===== config.mk =====
export PLATFORM = sky130hd
export DESIGN_NAME = comparator_seq_ctrl
export DESIGN_NICKNAME = d
export VERILOG_FILES = /design/src/rtl/comparator_seq_ctrl.sv
export SDC_FILE = /design/constraint.sdc
export NUM_CORES = 1
export LEC_CHECK = 0
export ABC_AREA = 0
export CORE_MARGIN = 2
export CORE_UTILIZATION = 30
export CTS_CLUSTER_SIZE = 8
export DETAILED_ROUTE_END_ITERATION = 8
export SYNTH_ARGS = -nofsm -noshare
export SYNTH_HDL_FRONTEND = slang
export SYNTH_SLANG_ARGS = --single-unit

===== constraint.sdc =====
create_clock -name clk -period 2.3 [get_ports clk]
set_input_delay 0.69 -clock clk [delete_from_list [all_inputs] [get_ports clk]]
set_output_delay 0.69 -clock clk [all_outputs]
set_load 0.05 [all_outputs]

===== src/rtl/comparator_seq_ctrl.sv =====
// Sequential unsigned magnitude comparator: one 2-bit digit slice reused MSB-first,
// with a start/busy/done handshake and registered greater/equal/less flags.
module comparator_seq_ctrl #(
    parameter int WIDTH      = 8,
    parameter int EARLY_EXIT = 1,
    localparam int DIGITS    = WIDTH / 2,
    localparam int SW        = $clog2(DIGITS + 1)
) (
    input  logic              clk,
    input  logic              rst,
    input  logic              start,
    input  logic [WIDTH-1:0]  A_in,
    input  logic [WIDTH-1:0]  B_in,
    output logic              busy,
    output logic              done,
    output logic              is_greater,
    output logic              is_equal,
    output logic              is_less,
    output logic [SW-1:0]     steps
);

    // Handshake: start is honoured only in IDLE; busy covers COMPARE and DONE;
    // done is a single-cycle pulse during DONE, when exactly one flag is high.
    localparam int IW = (DIGITS > 1) ? $clog2(DIGITS) : 1;

    typedef enum logic [1:0] {
        S_IDLE    = 2'd0,
        S_COMPARE = 2'd1,
        S_DONE    = 2'd2
    } state_t;

    state_t           state;
    state_t           state_next;
    logic [WIDTH-1:0] reg_a;
    logic [WIDTH-1:0] reg_b;
    logic [IW-1:0]    idx;
    logic             pend_gt;
    logic             pend_lt;

    logic [WIDTH-1:0] a_shift;
    logic [WIDTH-1:0] b_shift;
    logic [1:0]       a_dig;
    logic [1:0]       b_dig;
    logic             dig_gt;
    logic             dig_lt;
    logic             last_digit;
    logic             any_pend;
    logic             res_gt;
    logic             res_lt;

    always_comb begin
        a_shift    = reg_a >> (2 * idx);
        b_shift    = reg_b >> (2 * idx);
        a_dig      = a_shift[1:0];
        b_dig      = b_shift[1:0];
        dig_gt     = (a_dig > b_dig);
        dig_lt     = (a_dig < b_dig);
        last_digit = (idx == '0);
        any_pend   = pend_gt | pend_lt;

        // In full-scan mode the first recorded difference outranks the current digit.
        if (EARLY_EXIT == 0 && any_pend) begin
            res_gt = pend_gt;
            res_lt = pend_lt;
        end else begin
            res_gt = dig_gt;
            res_lt = dig_lt;
        end

        state_next = state;
        case (state)
            S_IDLE: begin
                if (start) begin
                    state_next = S_COMPARE;
                end
            end
            S_COMPARE: begin
                if (last_digit || (EARLY_EXIT != 0 && (dig_gt || dig_lt))) begin
                    state_next = S_DONE;
                end
            end
            S_DONE:  state_next = S_IDLE;
            default: state_next = S_IDLE;
        endcase
    end

    always_ff @(posedge clk or posedge rst) begin
        if (rst) begin
            state <= S_IDLE;
        end else begin
            state <= state_next;
        end
    end

    always_ff @(posedge clk or posedge rst) begin
        if (rst) begin
            reg_a      <= '0;
            reg_b      <= '0;
            idx        <= '0;
            steps      <= '0;
            pend_gt    <= 1'b0;
            pend_lt    <= 1'b0;
            is_greater <= 1'b0;
            is_equal   <= 1'b0;
            is_less    <= 1'b0;
        end else begin
            case (state)
                S_IDLE: begin
                    if (start) begin
                        reg_a      <= A_in;
                        reg_b      <= B_in;
                        idx        <= IW'(DIGITS - 1);
                        steps      <= '0;
                        pend_gt    <= 1'b0;
                        pend_lt    <= 1'b0;
                        is_greater <= 1'b0;
                        is_equal   <= 1'b0;
                        is_less    <= 1'b0;
                    end
                end
                S_COMPARE: begin
                    steps <= steps + 1'b1;
                    if (!any_pend) begin
                        pend_gt <= dig_gt;
                        pend_lt <= dig_lt;
                    end
                    if (state_next == S_DONE) begin
                        is_greater <= res_gt;
                        is_less    <= res_lt;
                        is_equal   <= !(res_gt || res_lt);
                    end else begin
                        idx <= idx - 1'b1;
                    end
                end
                default: ;
            endcase
        end
    end

    assign busy = (state != S_IDLE);
    assign done = (state == S_DONE);

endmodule


# Yosys cells after proc, flatten, opt, wreduce, memory -nomap -nowiden
# Index checks and enable logic that the tools add are counted.
dict set report op_classes {
  add_sub_neg 2
  shift 2
  reduce_logical 11
  n_mux 15
  n_eq_ne 6
  magnitude_cmp 2
}
# op n
set ops {}
lappend ops {{$shr 8x3->2} 2}
lappend ops {{$mux 2} 4}
lappend ops {{$pmux 2 s2} 2}
lappend ops {{$ne 2x2->1 const B} 3}
lappend ops {{$pmux 1 s2} 3}
lappend ops {{$pmux 3 s2} 1}
lappend ops {{$reduce_and 3->1} 2}
lappend ops {{$eq 2x2->1 const B} 2}
lappend ops {{$logic_not 2->1} 2}
lappend ops {{$mux 1} 4}
lappend ops {{$reduce_and 2->1} 2}
lappend ops {{$reduce_bool 2->1} 2}
lappend ops {{$add 3x1->3 const B} 1}
lappend ops {{$mux 3} 1}
lappend ops {{$eq 2x1->1 const B} 1}
lappend ops {{$gt 2x2->1} 1}
lappend ops {{$logic_or 1x1->1} 2}
lappend ops {{$lt 2x2->1} 1}
lappend ops {{$sub 2x1->2 const B} 1}
lappend ops {{$logic_not 1->1} 1}
dict set report totals {
  out_inout_bits 8
  inputBits 19
  ff_bits 26
}

# Longest topological paths before layout
# Gate-level depths: netlist of the first run.
dict set report depth {
  depth_word 9
  mapped_depth 7
  mapped_depth_nobuf 6
}

# Least setup slack after synthesis of the first run
# Ideal clock, no wire load.
dict set report synth_path {
  path_kind {register -> register}
  startpoint {register idx[0]}
  endpoint {register idx[0]}
  setup_time_ns 0.140
  t_arrival_ns 2.140
  path_stages_with_launch 7
  path_buffers 1
  setup_slack_ns 0.021
  cell_sequence {dfrtp_1 -> clkbuf_1 -> mux4_2 -> ha_1 -> nand2_1 -> or4b_4 -> mux2i_1}
}
dict set report synth_via {
  elab_chain_len 9
}
# element line_no
set synth_rtl {}
lappend synth_rtl {{start: declaration} 36} ;# logic [IW-1:0] idx;
lappend synth_rtl {{start signal: assignment} 112} ;# idx <= IW'(DIGITS - 1);
lappend synth_rtl {{start signal: assignment} 132} ;# idx <= idx - 1'b1;
lappend synth_rtl {{$shr 8x3->2 (on tied branches)} {52, 53}}
lappend synth_rtl {{$gt 2x2->1 or $lt 2x2->1 (tied branches)} {56, 57}}
lappend synth_rtl {{$logic_or 1x1->1 (2 in a row)} 78} ;# if (last_digit || (EARLY_EXIT != 0 && (dig_gt || dig_lt))) begin
lappend synth_rtl {{$mux 2} 78}
lappend synth_rtl {{$pmux 2 s2} 71} ;# case (state)
lappend synth_rtl {{$eq 2x2->1} 127} ;# if (state_next == S_DONE) begin
lappend synth_rtl {{$ne 2x2->1 (no source line)} -}
lappend synth_rtl {{$reduce_and 3->1 (no source line)} -}
# Several ways; a longest one is shown, not always the timed one. The select of a mux whose other input is x is not followed.
# A chain may end at the register's enable or synchronous reset.

# Final worst setup path of the first run
# Ends and elaborated chain as after synthesis.

==> results of run 1 <==
per-layer routing:
metal  routed length (um)  track usage, %
met1                  935           11.68
met2                 1171           18.69
met3                   79           1.974
met4                   27           4.500
met5                    0               0
stage by stage:
stage | hold WS [ps] | utilization (%) | cell area, um^2 | cells | setup WS [ps]
global placement | 457.8 | 39.13 | 1554 | 200 | 66.75
finish | 479.3 | 40.96 | 1627 | 204 | 107.8
global route | 489.2 | 40.96 | 1627 | 204 | 33.14
floorplan | 440.3 | - | 1230 | 125 | 20.73
detailed placement | 461.6 | 39.13 | 1554 | 200 | 5.336
CTS | 481.9 | 40.96 | 1627 | 204 | 94.94
where the power goes:
group	leakage, nW	switching [mW]	total (mW)	internal, mW
combinational	0.448	0.599	1.07	0.476
sequential	0.321	0.141	0.800	0.659
clock	0.0357	0.140	0.373	0.233
registers in the layout (all words and copies together) (netlist names):
register / cells
idx: 2
is_equal: 1
is_greater: 1
is_less: 1
reg_a: 8
reg_b: 8
state: 2
steps: 3
synthesized netlist by cell type (2+ instances only):
master | n | share of area [%]
nand2_1 | 54 | 16
mux2i_1 | 2 | 1.6
o21ai_0 | 2 | 0.81
ha_1 | 4 | 4.1
nor2_1 | 4 | 1.2
dfrtp_1 | 26 | 53
a22o_1 | 2 | 1.4
mux4_2 | 4 | 7.3
inv_1 | 7 | 2.1
clkbuf_1 | 3 | 0.92
worst max-delay path, delay by kind of cell (launching register included):
| kind | cells | cell delay (ps) |
|---|---|---|
| adders and majority gates | 1 | 350 |
| and+or+nand+nor | 2 | 600 |
| muxes | 2 | 660 |
| DFF | 1 | 460 |
worst paths after layout:
| path | start | to | slack [ps] | cells after the start |
|---|---|---|---|---|
| setup / recovery | idx[0]$_DFFE_PP0P_ | idx[0]$_DFFE_PP0P_ | 110 | 5 |
| hold reg to reg | reg_b[7]$_DFFE_PP0P_ | reg_b[7]$_DFFE_PP0P_ | 480 | 2 |
| max in group asynchronous | rst | idx[0]$_DFFE_PP0P_ | 1280 | 3 |
| hold / removal | reg_b[7]$_DFFE_PP0P_ | reg_b[7]$_DFFE_PP0P_ | 480 | 2 |
| min in group asynchronous | rst | is_less$_DFFE_PP0P_ | 760 | 3 |
| setup reg to reg | idx[0]$_DFFE_PP0P_ | idx[0]$_DFFE_PP0P_ | 110 | 5 |
cells in the final DEF, fill, tap and decap left out, drive strengths merged:
| master | instances |
|---|---|
| and2b | 2 |
| bufinv | 1 |
| o21ai | 2 |
| nand2 | 54 |
| clkdlybuf4s50 | 24 |
| mux2i | 2 |
| nor3b | 1 |
| buf | 5 |
| mux4 | 4 |
| o21bai | 1 |
| a41oi | 1 |
| mux2 | 1 |
| ha | 4 |
| a22o | 2 |
| o2bb2ai | 1 |
| o22ai | 1 |
| or2 | 1 |
| nand2b | 2 |
| or3b | 1 |
| clkbuf | 3 |
| dfrtp | 26 |
| nand4 | 1 |
| inv | 7 |
| nand3 | 1 |
| or4b | 1 |
| a21oi | 1 |
| nor2 | 4 |
final cells by class:
class / count / area (um^2)
clock buffers: 3 / 41.29
fillers: 375 / 2345
well taps: 50 / 62.56
repair buffers: 29 / 277.8
multi-input cells: 88 / 536.8
inverters: 7 / 26.28
flip-flops and latches: 26 / 651.9
clock inverters: 1 / 30.03
cells by family (layout without fill, tap and decap cells):
| logic type | Yosys count | count (layout) | share of synthesized area (%) |
|---|---|---|---|
| AOI/OAI and AO/OA | 9 | 9 | 5.189 |
| muxes | 7 | 7 | 9.868 |
| adders and majority gates | 4 | 4 | 4.069 |
| buffers and inverters | 11 | 40 | 3.459 |
| and+or+nand+nor | 68 | 68 | 24.52 |
| DFF | 26 | 26 | 52.90 |
==> flow_summary.yaml, run 1 <==
setup_path:
  arrival_ps: 2350
  cp.required_ps: 2460
  slowest_delay_ps: 520
  start_kind: "flop"
  cp-end-kind: "flop"
  path_cells: "mux4_2, ha_1, nand2_1, or4b_4, mux2i_1"
  path_class: "reg -> reg"
  critPathMaxFanout: 7
  worst_path_max_delay_cell: "mux4_2"
clock_network:
  hold_buffers: 0
  numCtsBuffers: 3
  clk_latency_ps: 270
  cts_resized: 1
  cts_tree: "yes"
  htree_levels: 1
  root_buffer: "clkbuf_8"
  post_cts_buffers: 0
  cts.sinks: 26
  path_clk_slew_ps: 90
  clock_path_buffers: 2
floorplanning:
  dieArea_um2: 4628
  rows: 23
  core-area_um2: 3971
  initial_core_util_pct: 30.97
  num_io_pins: 27
  fp.dieH_um: 68.03
  fp.dieW_um: 68.03
sta:
  slew_viol_final: 0
  setup_viol: 0
  hold_violations: 0
  worst_slew_pin_slew_ps: 488.6
  slew_headroom_pct: 67.32
  period_minus_slack_ps: 2192
  finClkSkew_ps: 8.156
  fin_setup_tns_ps: 0
  fin_crit_sh_pct: 95.31
  fmax_ghz: 0.4562
  rsz0062_at_grt: "no"
grt:
  track_usage_pct: 10.31
  grt_pass1_vias: 857
  grt_pass1_wl_mm: 3.622
  antenna_found_initial: 0
  grt_max_degree: 27
  grt_overflow: 0
run:
  cap_violations: 0
detailed_routing:
  wirelength_mm: 2.213
  wl_per_cell_um: 10.85
  final_antenna_net_count: 0
  dr.pass1.iters: 4
  via_per_inst: 4.534
  routed-via-count: 925
  drc_errors: 0
  drtIter0Drc: 55
power:
  power.total_mw: 2.248
  power_density_nw_per_um2: 1382
  leakage_nw: 0.8052
  peakVddDrop_uv: 428.0
logic_synthesis:
  synth_enable_flop_cells: 0
  ys.flop_type: "dfrtp_1"
  ys_ff_latch: 26
  yosysWarnings: 0
  synth_area_um2: 1230
  syn_nets: 148
  syn_area_per_cell_um2: 9.839
  async_flop_share_pct: 100.0
  synthCells: 125
  synth_cell_types: 27
  synth-seq-area-share_pct: 52.90
layout:
  syn_to_final_growth_pct: 32.25
  antenna_cells: 0
  fin_nets: 178
  drive_gt1_share_pct: 13.64
place:
  numPortBuffers: 26
  place.gp.congestion: 0.8409
  hpwlAfterDp_mm: 1.700
min_path:
  hold_path.class: "reg -> reg"
run_status:
  status: "finished, final reports clean"
No activity file was read; power rests on OpenSTA's default activity.
==> inputs of run 2 (changes only) <==
SKIP_LAST_GASP = 1   (was default)
==> results of run 2 <==
Final layout, timing and power as in run 1 (identical DEF).
